<file path="src/rtl/mem_access_unit.sv">
// Initiator for a single-cycle, word-wide data memory: byte/halfword/word loads and stores,
// with read-modify-write for sub-word stores and sign/zero extension for sub-word loads.
module mem_access_unit #(
   parameter bit ERR_ON_MISALIGN = 1'b1
) (
   input  logic        clk,
   input  logic        rst,
   input  logic        req_valid,
   output logic        req_ready,
   input  logic        req_we,
   input  logic [1:0]  req_size,
   input  logic        req_signed,
   input  logic [31:0] req_addr,
   input  logic [31:0] req_wdata,
   output logic        resp_valid,
   output logic [31:0] resp_rdata,
   output logic        resp_err,
   output logic        mem_we,
   output logic [31:0] mem_addr,
   output logic [31:0] mem_wdata,
   input  logic [31:0] mem_rdata
);

   typedef enum logic [2:0] {
      S_IDLE,
      S_RD,
      S_WR,
      S_RESP,
      S_ERR
   } state_t;

   localparam logic [1:0] SZ_B = 2'b00;
   localparam logic [1:0] SZ_H = 2'b01;
   localparam logic [1:0] SZ_W = 2'b10;
   localparam logic [1:0] SZ_R = 2'b11;

   state_t state_q, state_d;

   logic        we_q, we_d;
   logic [1:0]  size_q, size_d;
   logic        sgn_q, sgn_d;
   logic [1:0]  off_q, off_d;
   logic [15:0] wdata_q, wdata_d;
   logic [31:0] mem_addr_q, mem_addr_d;
   logic [31:0] mem_wdata_q, mem_wdata_d;
   logic [31:0] resp_rdata_q, resp_rdata_d;
   logic        req_bad;

   function automatic logic misaligned(input logic [1:0] size, input logic [1:0] off);
      logic r;
      r = 1'b0;
      if (size == SZ_H && off[0])
         r = 1'b1;
      else if (size == SZ_W && off != 2'b00)
         r = 1'b1;
      return r;
   endfunction

   function automatic logic [1:0] align_off(input logic [1:0] size, input logic [1:0] off);
      logic [1:0] r;
      r = off;
      if (size == SZ_H)
         r = {off[1], 1'b0};
      else if (size == SZ_W)
         r = 2'b00;
      return r;
   endfunction

   function automatic logic [31:0] extract(input logic [31:0] word, input logic [1:0] size,
                                           input logic [1:0] off, input logic sgn);
      logic [7:0]  b;
      logic [15:0] h;
      logic [31:0] r;
      b = word[{off, 3'b000} +: 8];
      h = word[{off[1], 4'b0000} +: 16];
      case (size)
         SZ_B:    r = sgn ? {{24{b[7]}}, b} : {24'h0, b};
         SZ_H:    r = sgn ? {{16{h[15]}}, h} : {16'h0, h};
         default: r = word;
      endcase
      return r;
   endfunction

   function automatic logic [31:0] merge(input logic [31:0] word, input logic [15:0] wdata,
                                         input logic [1:0] size, input logic [1:0] off);
      logic [31:0] r;
      r = word;
      if (size == SZ_B)
         r[{off, 3'b000} +: 8] = wdata[7:0];
      else
         r[{off[1], 4'b0000} +: 16] = wdata;
      return r;
   endfunction

   assign req_bad = (req_size == SZ_R) ||
                    (ERR_ON_MISALIGN && misaligned(req_size, req_addr[1:0]));

   always_comb begin
      state_d      = state_q;
      we_d         = we_q;
      size_d       = size_q;
      sgn_d        = sgn_q;
      off_d        = off_q;
      wdata_d      = wdata_q;
      mem_addr_d   = mem_addr_q;
      mem_wdata_d  = mem_wdata_q;
      resp_rdata_d = 32'h0;
      case (state_q)
         S_IDLE: begin
            if (req_valid) begin
               we_d       = req_we;
               size_d     = req_size;
               sgn_d      = req_signed;
               off_d      = align_off(req_size, req_addr[1:0]);
               wdata_d    = req_wdata[15:0];
               mem_addr_d = {2'b00, req_addr[31:2]};
               if (req_bad) begin
                  state_d = S_ERR;
               end else if (!req_we || req_size != SZ_W) begin
                  state_d = S_RD;
               end else begin
                  state_d     = S_WR;
                  mem_wdata_d = req_wdata;
               end
            end
         end
         S_RD: begin
            if (!we_q) begin
               resp_rdata_d = extract(mem_rdata, size_q, off_q, sgn_q);
               state_d      = S_RESP;
            end else begin
               mem_wdata_d = merge(mem_rdata, wdata_q, size_q, off_q);
               state_d     = S_WR;
            end
         end
         S_WR:    state_d = S_RESP;
         S_RESP:  state_d = S_IDLE;
         S_ERR:   state_d = S_IDLE;
         default: state_d = S_IDLE;
      endcase
   end

   always_ff @(posedge clk) begin
      if (!rst) begin
         state_q      <= S_IDLE;
         mem_addr_q   <= 32'h0;
         mem_wdata_q  <= 32'h0;
         resp_rdata_q <= 32'h0;
      end else begin
         state_q      <= state_d;
         mem_addr_q   <= mem_addr_d;
         mem_wdata_q  <= mem_wdata_d;
         resp_rdata_q <= resp_rdata_d;
      end
   end

   // Request attributes are only meaningful after acceptance, so they carry no reset.
   always_ff @(posedge clk) begin
      we_q    <= we_d;
      size_q  <= size_d;
      sgn_q   <= sgn_d;
      off_q   <= off_d;
      wdata_q <= wdata_d;
   end

   assign req_ready  = (state_q == S_IDLE);
   assign resp_valid = (state_q == S_RESP) || (state_q == S_ERR);
   assign resp_err   = (state_q == S_ERR);
   assign resp_rdata = resp_rdata_q;
   assign mem_we     = (state_q == S_WR);
   assign mem_addr   = mem_addr_q;
   assign mem_wdata  = mem_wdata_q;

endmodule

</file>
<file path="config.mk">
export PLATFORM = sky130hd
export DESIGN_NAME = mem_access_unit
export DESIGN_NICKNAME = d
export VERILOG_FILES = /design/src/rtl/mem_access_unit.sv
export SDC_FILE = /design/constraint.sdc
export NUM_CORES = 1
export LEC_CHECK = 0
export BUFFER_PORTS_ARGS = -buffer_cell sky130_fd_sc_hd__buf_2
export CORE_UTILIZATION = 55
export CTS_CLUSTER_DIAMETER = 80
export DETAILED_ROUTE_END_ITERATION = 6
export PLACE_DENSITY = 0.95
export SKIP_CTS_REPAIR_TIMING = 1
export SYNTH_ARGS = -nofsm -noshare
export SYNTH_HDL_FRONTEND = slang
export SYNTH_SLANG_ARGS = --single-unit
</file>
<file path="constraint.sdc">
create_clock -name clk -period 4 [get_ports clk]
set_input_delay 0.4 -clock clk [delete_from_list [all_inputs] [get_ports clk]]
set_output_delay 0.4 -clock clk [all_outputs]
set_load 0.01 [all_outputs]
</file>
-- Word level (Yosys, flattened, before mapping)
Index checks and enable logic that the tools add are counted.
- equality and inequality tests: 13
- shift operators: 6
- $add $sub $neg: 2
- multiplexer cells: 20
- reductions and logical operators: 14
- bitwise logic cells: 2
- operators with widths (kind ; count):
    2-to-1 mux 32 bit ; 7
    one-hot mux 32 bit (2 select lines) ; 2
    bitwise mux 32 bit ; 2
    variable shift 16 x 7 -> 32 bit, first input constant ; 1
    variable shift 8 x 7 -> 32 bit, first input constant ; 1
    variable part select 16 x 7 -> 32 bit ; 1
    variable part select 32 x 6 -> 16 bit ; 1
    variable part select 32 x 6 -> 8 bit ; 1
    variable part select 8 x 7 -> 32 bit ; 1
    negation 5 -> 7 bit ; 2
    inequality test 2 bit, second input constant ; 5
    one-hot mux 3 bit (3 select lines) ; 1
    equality test 3 x 2 -> 1 bit, second input constant ; 2
    2-to-1 mux 2 bit ; 3
    2-to-1 mux 3 bit ; 2
    AND reduction 5 bit ; 1
    equality test 2 x 1 -> 1 bit, second input constant ; 2
    equality test 2 bit, second input constant ; 2
    nonzero test 2 bit ; 2
    equality test 3 x 1 -> 1 bit, second input constant ; 1
    equality test 3 bit, second input constant ; 1
    logical NOT 3 bit ; 1
    logical OR 1 bit ; 3
    2-to-1 mux 1 bit ; 3
    other kinds (7) ; 9
- input bits: 103
- output and inout bits: 100
- word-level logic and storage cells: 67
- register bits: 119

-- Logic depth before layout (Yosys ltp)
Gate-level depths: netlist (run 1).
- depth in word-level cells: 8
- mapped depth: 10
- depth with buffers taken out: 6

-- Worst setup path after synthesis (run 1)
Ideal clock, no wire load.
- path type: reg-to-reg
- start: register off_q[1]
- end: register mem_wdata_q[30], in the netlist mem_wdata[30]
- setup time: 58 ps
- clock period less this slack: 2103 ps
- path buffers: 4
- slack: 1897 ps
- stages on the path, launching flop included: 11
- data required time: 3942 ps
- arrival time: 2044 ps
- cells stage by stage: edfxtp_1 -> buf_6 -> buf_4 -> inv_1 -> ha_1 -> buf_2 -> nor2b_1 -> buf_1 -> nand4_1 -> a31oi_1 -> o221a_2
- cells in the longest elaborated chain, start to end: 6
- elaborated cells between the ends (all ways): 11
- those cells by class: 2 x add/sub; 4 x shift; 5 x mux
- RTL lines (item ; line ; source):
    from (decl) ; 42 ; logic [1:0] off_q, off_d;
    from (signal assigned) ; 162 ; off_q <= off_d;
    negation 5 -> 7 bit, on equally long branches ; 91, 89 ;
    variable part select 16 x 7 -> 32 bit, or another cell as far along ; 91 ; r[{off[1], 4'b0000} +: 16] = wdata;
    bitwise mux 32 bit, on equally long branches ; 91, 89 ;
    2-to-1 mux 32 bit * ; 88 ; if (size == SZ_B)
    2-to-1 mux 32 bit * ; 128 ; if (!we_q) begin
    one-hot mux 32 bit (2 select lines) * ; 108 ; case (state_q)
    to (signal assigned) ; 152 ; mem_wdata_q <= mem_wdata_d;
    to (decl) ; 45 ; logic [31:0] mem_wdata_q, mem_wdata_d;
Every way passes the cells marked *; elsewhere a longest branch is shown, timed or not. The select of a mux whose other input is x is not followed.
A chain may end at the register's enable or synchronous reset.

-- Worst setup path in the final report (run 1)
- start: register off_q[0]
- end: register mem_wdata_q[18], in the netlist mem_wdata[18]
- cells in the longest elaborated chain, start to end: 6
- elaborated cells between the ends (all ways): 7
- those cells by class: 1 x add/sub; 2 x shift; 4 x mux
- RTL lines (item ; line ; source):
    negation 5 -> 7 bit * ; 89 ; r[{off, 3'b000} +: 8] = wdata[7:0];
    variable part select 8 x 7 -> 32 bit or variable shift 8 x 7 -> 32 bit (tied branches) ; 89 ;
    bitwise mux 32 bit * ; 89 ;
    2-to-1 mux 32 bit * ; 88 ;
    2-to-1 mux 32 bit * ; 128 ;
    one-hot mux 32 bit (2 select lines) * ; 108 ;
Marked as above.

==> summary.md, run 1 <==
| Metric | Value |
|---|---|
| Initial antenna violation count | 1 |
| Setup violators final | 0 |
| Root Driver | clkbuf_8 |
| Post-synth EDFFs | 22 |
| Compound-Gate Fraction of Synth Area | 0.253 |
| R2R Path Start | off_q[0]$_SDFFCE_PP0P_ |
| CTS max path bufs | 2 |
| Syn Area/Cell | 9.45 um2 |
| Setup CP Type | reg2reg |
| Max VDD drop | 0.415 mV |
| Adder-cell share of the synthesized area | 0.0163 |
| Unrepaired setup endpoints after global routing | false |
| Detail Route Antenna Nets | 0 |
| Core Box Area | 0.0108 mm2 |
| Ys Warns | 0 |
| Dpl hpwl | 12.8 mm |
| Power Density | 467 mW/mm2 |
| Worst Min Path Start | req_signed |
| Fin nets | 929 |
| Met1 usage | 0.388 |
| Post-Syn Instances | 649 |
| GRT met2 Usage | 0.523 |
| Number of port buffers | 200 |
| Overall Global Routing Usage | 0.323 |
| Hold Crit Depth | 1 |
| Final period utilization | 0.694 |
| Ranking of synthesized cells by area | dfxtp_1 (32%), edfxtp_1 (11%), mux2_2 (5.9%) |
| Met3 usage | 0.105 |
| Vias | 5861 |
| Critical path required time | 4470 ps |
| Max Freq | 360 MHz |
| Post-synthesis sequential area ratio | 0.424 |
| Setup Skew | 8.83 ps |
| Iteration-0 DRC Markers | 503 |
| Area of the mapped netlist | 0.00614 mm2 |
| Clk_lat worst skew | 530 ps |
| DRC | 0 |
| CP Max Fanout | 12 |
| Slew Limit Headroom | 0.225 |
| Final core utilization | 0.706 |
| Initial DRT Pass Iterations | 5 |
| Synth Flop Type | dfxtp_1 |
| Top-area cell type share of the netlist area | 0.316 |
| Largest net degree at the start of global routing | 65 |
| Worst Tran Pin Value | 1160 ps |
| CTS Buf Count | 17 |
| Min-Delay Path Class | in2reg |
| Leading area contributor after synthesis | dfxtp_1 |
| Grt peak-use layer | met2 |
| First-pass GRT wire length | 28.5 mm |
| Die area | 0.0116 mm2 |
| Design area | 0.00765 mm2 |
| Hold endpoint | sgn_q$_DFFE_PP_ |
| Gr ovfl total | 0 |
| Cell variety after synth | 54 |
| XOR/XNOR Fraction of Synth Area | 0.00143 |
| Vias per cell | 6.04 |
| Die W | 108 um |
| # clock sinks | 119 |
| Final min period | 2770 ps |
| Worst-path clk slew | 60 ps |
| CP startpoint kind | flop |
| Dpl ws | 1330 ps |
| Layout cells sized above 1 | 0.394 |
| Vias in the first global route | 5475 |
| Seq cells post-synth | 119 |
| Max Slew Vio Count | 0 |
| Setup ws final | 1230 ps |
| Total leakage power | 0.00331 uW |
| Setup TNS | 0 ps |
| Post-synthesis async set-or-reset flop share | 0 |
| R2R cell count | 6 |
| Setup slack, reg-to-reg | 1230 ps |
| Final Wtd Congestion | 0.923 |
| CTS H-tree lvls | 4 |
| Rows | 38 |
| Post-Route WL | 18.4 mm |
| Crit path capture type | flop |
| Initial cell density of the core | 0.566 |
| Hold Vio Cnt, Final | 0 |
| Main combinational cell family by area after synthesis | compound AO/OA/AOI/OAI gates |
| FF-to-FF End | mem_wdata[18]$_SDFFE_PN0P_ |
| Simple-gate portion of the synthesized area | 0.176 |
| Die Y | 108 um |
| CTS tree | built |
| DP Area | 0.00710 mm2 |
| Ports | 203 |
| Number of max-cap violations | 0 |
| Routed wire per std cell | 19.0 um |
| Status | finished, final reports clean |
| Crit path DAT | 3250 ps |
| Mux contribution to synthesized area | 0.0742 |
| P&R area growth vs syn | 24.8% |
==> worst max-delay path: stages, from the launching register on <==
cell,delay [ps]
edfxtp_1,610
clkinv_1,360
ha_1,600
nor2b_1,530
nand4_1,180
a31oi_1,220
o221a_2,210
==> worst max path at each step <==
stage / startpoint / to / slack (ps) / cells after the start
2_1_floorplan: off_q[1]$_DFFE_PP_ / mem_wdata[30]$_SDFFE_PN0P_ / 1900 / 10
3_3_place_gp: off_q[0]$_SDFFCE_PP0P_ / mem_wdata[12]$_SDFFE_PN0P_ / 1450 / 6
3_5_place_dp: off_q[0]$_SDFFCE_PP0P_ / mem_wdata[12]$_SDFFE_PN0P_ / 1330 / 6
4_1_cts: off_q[0]$_SDFFCE_PP0P_ / mem_wdata[22]$_SDFFE_PN0P_ / 1290 / 6
5_1_grt: off_q[0]$_SDFFCE_PP0P_ / mem_wdata[18]$_SDFFE_PN0P_ / 940 / 6
6_report: off_q[0]$_SDFFCE_PP0P_ / mem_wdata[18]$_SDFFE_PN0P_ / 1230 / 6
==> layer usage <==
layer	share of wire	vias to the layer above
met5	0	-
met4	0.037	0
met3	0.11	61
met2	0.47	383
met1	0.38	2700
li1	-	2717
==> cell families after synthesis <==
group,Yosys count
compound gates,204
xor+xnor,1
fa+ha+maj,8
buf+inv,68
flops,119
mux,41
other cells,1
simple gates,207
==> stage by stage <==
| step | std cells | total power, uW | hold slack [ps] |
|---|---|---|---|
| after floorplan | 650 | 1900 | 479 |
| after global placement | 939 | 2120 | 437 |
| after detailed placement | 939 | 2140 | 442 |
| after CTS | 970 | 3570 | 46.6 |
| after global routing | 971 | 3710 | 39.8 |
| final | 971 | 3580 | 56.8 |
==> sequential cells by signal, summed over array words and instances (netlist names) <==
name,count
mem_wdata,32
resp_rdata,32
mem_addr,30
wdata_q,16
state_q,3
off_q,2
size_q,2
sgn_q,1
we_q,1
==> cell usage in the layout, fill, tap and decap left out, drive strengths merged, types with 6 or more instances in the layout <==
cell / instances
buf: 210
dfxtp: 97
nand2: 91
nand2b: 41
o21ai: 35
o21a: 33
mux2: 33
a31oi: 32
o221a: 32
a21boi: 31
clkbuf: 23
edfxtp: 22
a21oi: 19
nand4: 17
nor2: 16
nor2b: 11
nand3: 10
mux2i: 8
ha: 8
inv: 8
o311a: 7
nor4: 7
a221oi: 7
clkinv: 6
==> cell usage after synthesis, types with 8 or more instances <==
cell / n
ha_1: 8
a31oi_1: 32
nor2_1: 16
edfxtp_1: 22
clkbuf_1: 27
o221a_2: 31
buf_4: 8
nand2b_1: 41
buf_2: 18
a21boi_1: 28
a21oi_1: 9
mux2i_1: 8
a21oi_2: 10
mux2_2: 32
o21a_1: 33
o21ai_0: 34
nand2_1: 90
nand4_1: 17
nor2b_1: 11
dfxtp_1: 97
nand3_1: 10
==> final cells by class <==
cell class                      instances  area, um2
Antenna cell                            1       2.50
Clock buffer                           23        488
Clock inverter                          8       67.6
Fill cell                             822       3190
Inverter                                7       26.3
Multi-Input combinational cell        463       3220
Sequential cell                       119       2600
Tap cell                              140        175
Timing Repair Buffer                  210       1080
==> power breakdown <==
group          leakage, uW  switching (uW)  internal (uW)
combinational      0.00203             431            304
clock             0.000283             540            902
sequential         0.00100            77.9           1320
total              0.00331            1050           2530
Power figures use the tool's default switching activity.
==> run 2: changes to the inputs <==
--- a/config.mk
+++ b/config.mk
@@ -6,10 +6,10 @@
 export NUM_CORES = 1
 export LEC_CHECK = 0
 export BUFFER_PORTS_ARGS = -buffer_cell sky130_fd_sc_hd__buf_2
-export CORE_UTILIZATION = 55
+export CORE_UTILIZATION = 46
 export CTS_CLUSTER_DIAMETER = 80
 export DETAILED_ROUTE_END_ITERATION = 6
-export PLACE_DENSITY = 0.95
+export PLACE_DENSITY = 0.88
 export SKIP_CTS_REPAIR_TIMING = 1
 export SYNTH_ARGS = -nofsm -noshare
 export SYNTH_HDL_FRONTEND = slang
==> constraint.sdc (replaced) <==
create_clock -name clk -period 2.25 [get_ports clk]
set_input_delay 0.225 -clock clk [delete_from_list [all_inputs] [get_ports clk]]
set_output_delay 0.225 -clock clk [all_outputs]
set_load 0.01 [all_outputs]
==> summary.md, run 2 (synthesis gave the netlist of run 1 again) <==
| Metric | Value |
|---|---|
| Gr ovfl total | 0 (unchanged) |
| Met2 wire length | 8.92 mm (+2.5%) |
| CTS max path bufs | 2 (unchanged) |
| Overall Global Routing Usage | 0.278 (-0.0455) |
| Final core utilization | 0.620 (-0.0864) |
| Largest net degree at the start of global routing | 45 (-31%) |
| Setup CP Type | reg2reg |
| Die area | 0.0138 mm2 (+19%) |
| N_diodes | 0 (-1) |
| Multi-input logic area | 0.00323 mm2 (+0.39%) |
| Slew Limit Headroom | 0.609 (+0.385) |
| Total of fill cells in the finished design | 1057 (+29%) |
| Setup Skew | 5.56 ps (-3.26 ps) |
| Number of max-cap violations | 0 (unchanged) |
| Leading cell type in the layout, fill and taps excluded | buf_2 |
| Vias | 5898 (+0.63%) |
| Post-Route WL | 19.1 mm (+4.0%) |
| CP startpoint kind | flop |
| Crit path DAT | 2390 ps (-860 ps) |
| Routed wire per std cell | 18.6 um (-1.7%) |
| # clock sinks | 119 (unchanged) |
| Initial antenna violation count | 0 (-1) |
| Layout cells sized above 1 | 0.409 (+0.0154) |
| Total leakage power | 0.00345 uW (+4.2%) |
| First-pass GRT wire length | 29.9 mm (+4.8%) |
| Met3 Wirelength | 2.00 mm (-0.25%) |
| P_int | 4610 uW (+82%) |
| Number of port buffers | 200 (unchanged) |
| Setup TNS | 0 ps (unchanged) |
| Most frequent cells in the layout | buf_2 (200), dfxtp_1 (97), nand2_1 (90), nand2b_1 (41), o21ai_0 (34) |
| Fin nets | 953 (+2.6%) |
| Crit path capture type | flop |
| CTS tree | built |
| Vias per cell | 5.74 (-4.9%) |
| Hold Vio Cnt, Final | 0 (unchanged) |
| Worst Tran Pin Value | 585 ps (-575 ps) |
| Min-Delay Path Class | in2reg |
| Sequential power share | 0.380 (-0.012) |
| Critical path required time | 2610 ps (-1860 ps) |
| P&R area growth vs syn | 29.5% |
| Clk_lat worst skew | 420 ps (-110 ps) |
| Die Y | 117 um (+9.2%) |
| Max VDD drop | 0.659 mV (+59%) |
| Met1 wire length | 7.74 mm (+10%) |
| Initial cell density of the core | 0.478 (-0.0876) |
| Status | finished, final reports clean |
| Initial DRT Pass Iterations | 7 (+2) |
| Setup violators final | 0 (unchanged) |
| Ports | 203 (unchanged) |
| Die W | 117 um (+9.2%) |
| Power Density | 821 mW/mm2 (+76%) |
| Core Box Area | 0.0128 mm2 (+18%) |
| Max Freq | 493 MHz (+37%) |
| DR top layer | met4 |
| Reg area | 0.00260 mm2 (unchanged) |
| Unrepaired setup endpoints after global routing | false |
| Combinational Power Share | 0.216 (+0.010) |
| Clock power frac | 0.404 (about the same) |
| Worst-path clk slew | 60 ps (about the same) |
| Iteration-0 DRC Markers | 636 (+26%) |
| Psw | 1910 uW (+82%) |
| Detail Route Antenna Nets | 0 (unchanged) |
| Rows | 41 (+7.9%) |
| CP Max Fanout | 8 (-4) |
| Final period utilization | 0.901 (+0.207) |
| Final Wtd Congestion | 0.965 (+4.5%) |
| Vias in the first global route | 5637 (+3.0%) |
| CTS H-tree lvls | 4 (unchanged) |
| DRC | 0 (unchanged) |
| Final min period | 2030 ps (-747 ps) |
| Sw Ratio | 0.293 (-0.000384) |
| CTS Buf Count | 17 (unchanged) |
| Dpl hpwl | 14.1 mm (+10%) |
| Max Slew Vio Count | 0 (unchanged) |
| Root Driver | clkbuf_16 |
==> run 2: area by class of cell <==
type	instances	share of cell area
Multi-Input combinational cell	463	0.406
Sequential cell	119	0.327
Timing Repair Buffer	234	0.164
Clock buffer	18	0.0553
Tap cell	172	0.0271
Clock inverter	14	0.0162
Inverter	7	0.00331
==> run 2: worst max-delay path, cell delays in order, from the launching register on <==
cell and delay, ps:
edfxtp_1 430, inv_1 200, ha_4 210, buf_4 140, nor4bb_1 280, buf_4 220
nand2_1 60, a31oi_1 220, o221a_2 220
==> run 2: worst paths after layout <==
path / start / end / slack, ps / depth (start not counted)
setup / recovery: off_q[1]$_DFFE_PP_ / mem_wdata[1]$_SDFFE_PN0P_ / 220 / 8
hold / removal: req_wdata[11] / wdata_q[11]$_DFFE_PP_ / 4 / 1
setup reg to reg: off_q[1]$_DFFE_PP_ / mem_wdata[1]$_SDFFE_PN0P_ / 220 / 8
hold reg to reg: mem_addr[19]$_SDFFE_PN0P_ / mem_addr[19]$_SDFFE_PN0P_ / 450 / 2
==> run 2: power by group through the flow <==
stage          Clock [uW]  Sequential, uW  Combinational, uW
2_1_floorplan           0            2530                846
3_3_place_gp            0            2510               1350
3_5_place_dp            0            2520               1370
4_1_cts              2660            2470               1380
5_1_grt              2750            2500               1520
6_report             2640            2480               1410
==> run 2: through the flow <==
step                      hold slack [ps]  setup WS, ps  power, uW  cells  instance area [um2]
after CTS                           -25.5           105       6520   1022                 7890
after global routing                0.332          89.9       6760   1027                 7950
final                                4.34           222       6520   1027                 7950
after floorplan                       324           147       3380    650                 6140
after detailed placement              414           166       3890    990                 7320
after global placement                415           289       3860    990                 7320
==> run 2: layer usage <==
layer  vias up  GRT usage
met5         -          0
met4         0      0.111
met3        46     0.0911
met2       327      0.455
met1      2754      0.337
li1       2771          -
==> run 3: changes to the inputs <==
--- a/config.mk
+++ b/config.mk
@@ -6,6 +6,7 @@
 export NUM_CORES = 1
 export LEC_CHECK = 0
 export BUFFER_PORTS_ARGS = -buffer_cell sky130_fd_sc_hd__buf_2
+export CORE_ASPECT_RATIO = 0.5
 export CORE_UTILIZATION = 46
 export CTS_CLUSTER_DIAMETER = 80
 export DETAILED_ROUTE_END_ITERATION = 6
==> summary.md, run 3 (synthesis gave the netlist of run 1 again) <==
| Metric | Value |
|---|---|
| Final core utilization | 0.615 (-0.00457) |
| Detail Route Antenna Nets | 0 (unchanged) |
| Crit path launch | off_q[1]$_DFFE_PP_ |
| First-pass GRT wire length | 29.2 mm (-2.1%) |
| Crit path DAT | 2520 ps (+130 ps) |
| Core Box Area | 0.0128 mm2 (+0.16%) |
| Initial DRT Pass Iterations | 7 (unchanged) |
| Vias per cell | 5.87 (+2.2%) |
| Overall Global Routing Usage | 0.276 (-0.00238) |
| CTS Buf Count | 17 (unchanged) |
| Routed wire per std cell | 19.1 um (+2.5%) |
| CTS max path bufs | 2 (unchanged) |
| Final Wtd Congestion | 0.887 (-8.1%) |
| Leading cell type in the layout, fill and taps excluded | buf_2 |
| Max Freq | 459 MHz (-6.8%) |
| Setup Skew | 11.2 ps (+5.66 ps) |
| Worst Tran Pin Value | 841 ps (+256 ps) |
| Layout cells sized above 1 | 0.406 (-0.00370) |
| Initial antenna violation count | 0 (unchanged) |
| Unrepaired setup endpoints after global routing | false |
| Crit path capture type | flop |
| Number of port buffers | 200 (unchanged) |
| FF-to-FF End | mem_wdata[24]$_SDFFE_PN0P_ |
| Total leakage power | 0.00341 uW (-1.2%) |
| Worst-path clk slew | 60 ps (about the same) |
| Total of fill cells in the finished design | 1052 (-0.47%) |
| Die Y | 83.7 um (-29%) |
| CP startpoint kind | flop |
| CTS H-tree lvls | 4 (unchanged) |
| Fin nets | 946 (-0.73%) |
| Tot Pwr | 6510 uW (-0.19%) |
| Final period utilization | 0.967 (+0.0661) |
| Rows | 29 (-29%) |
| Slew Limit Headroom | 0.438 (-0.172) |
| Vias in the first global route | 5645 (+0.14%) |
| # clock sinks | 119 (unchanged) |
| R2R Path Start | off_q[1]$_DFFE_PP_ |
| Iteration-0 DRC Markers | 708 (+11%) |
| Hold Vio Cnt, Final | 0 (unchanged) |
| Die area | 0.0138 mm2 (+0.20%) |
| CTS tree | built |
| Min-Delay Path Class | in2reg |
| Most frequent cells in the layout | buf_2 (200), dfxtp_1 (97), nand2_1 (90), nand2b_1 (41), o21ai_0 (34) |
| Final min period | 2180 ps (+149 ps) |
| Number of max-cap violations | 0 (unchanged) |
| Post-Route WL | 19.5 mm (+1.6%) |
| P&R area growth vs syn | 28.8% |
| Ports | 203 (unchanged) |
| Setup slack, reg-to-reg | 70 ps (-150 ps) |
| Max VDD drop | 0.421 mV (-36%) |
| Critical path required time | 2600 ps (about the same) |
| Root Driver | clkbuf_16 |
| Vias | 5975 (+1.3%) |
| DRC | 18 (+18) |
| Setup crit end | mem_wdata[24]$_SDFFE_PN0P_ |
| Multi-input logic area | 0.00324 mm2 (+0.27%) |
| Failing checks | DRC |
| CP Max Fanout | 44 (+36) |
| Clk_lat worst skew | 410 ps (about the same) |
| Max Slew Vio Count | 0 (unchanged) |
| Initial cell density of the core | 0.478 (-0.000746) |
| Status | finished with violations |
| Setup violators final | 0 (unchanged) |
| Die W | 165 um (+41%) |
| Setup ws final | 73.5 ps (-149 ps) |
| Setup TNS | 0 ps (unchanged) |
| Setup CP Type | reg2reg |
| Reg area | 0.00260 mm2 (unchanged) |
| Largest net degree at the start of global routing | 45 (unchanged) |
| Dpl hpwl | 13.5 mm (-4.2%) |
| Power Density | 824 mW/mm2 (+0.39%) |
| N_diodes | 0 (unchanged) |
| Gr ovfl total | 0 (unchanged) |
| R2R cell count | 7 (-1) |
| Dpl ws | -120 ps (-287 ps) |
[run 3: cell count changes in the layout (fill, tap and decap cells not counted)]
cell and change:
buf_4 -8, inv_4 -1, nor3_4 +1, ha_1 -1, ha_4 -1, ha_2 +2, clkinv_2 -3, clkinv_4 +2
clkbuf_8 +3, bufinv_16 -1
[run 3: area by class of cell]
cell class / count / area share
multi-input combinational: 464 / 0.410
sequential: 119 / 0.329
timing repair buffer: 226 / 0.158
clock buffer: 21 / 0.0608
tap: 170 / 0.0269
clock inverter: 11 / 0.0120
inverter: 7 / 0.00333
[run 3: worst max-delay path, cell delays in order, from the launching register on]
cell,delay (ps)
edfxtp_1,410
buf_12,280
ha_2,330
nor2b_1,160
buf_4,170
nand3_1,90
a31oi_1,380
o221a_2,270
[run 3: how the worst min path moves through the flow]
stage,start,end,slack [ps],depth (start not counted)
after floorplan,req_signed,sgn_q$_DFFE_PP_,320,0
after detailed placement,req_signed,sgn_q$_DFFE_PP_,410,1
after global routing,req_wdata[2],wdata_q[2]$_DFFE_PP_,10,1
after global placement,req_signed,sgn_q$_DFFE_PP_,400,1
final,req_wdata[12],wdata_q[12]$_DFFE_PP_,20,1
after CTS,req_signed,sgn_q$_DFFE_PP_,-20,1
[run 3: routing by layer]
layer / track usage / up-vias / part of all wire
li1: - / 2757 / -
met1: 0.346 / 2803 / 0.40
met3: 0.0874 / 61 / 0.12
met4: 0.124 / 0 / 0.031
met5: 0.0227 / - / 0
met2: 0.428 / 354 / 0.45
[run 3: where the power goes]
| part | internal (uW) | switching, uW | total, uW | leakage, uW |
|---|---|---|---|---|
| clock | 1630 | 998 | 2630 | 0.000294 |
| sequential | 2350 | 133 | 2480 | 0.00100 |
| combinational | 599 | 797 | 1400 | 0.00212 |
[run 3: through the flow]
step                      hold slack, ps  cell area, um2  std cells
final                               15.7            7900       1018
after global routing                12.2            7900       1018
after CTS                          -19.5            7830       1012
after detailed placement             405            7250        980
after global placement               404            7250        980
after floorplan                      324            6140        650
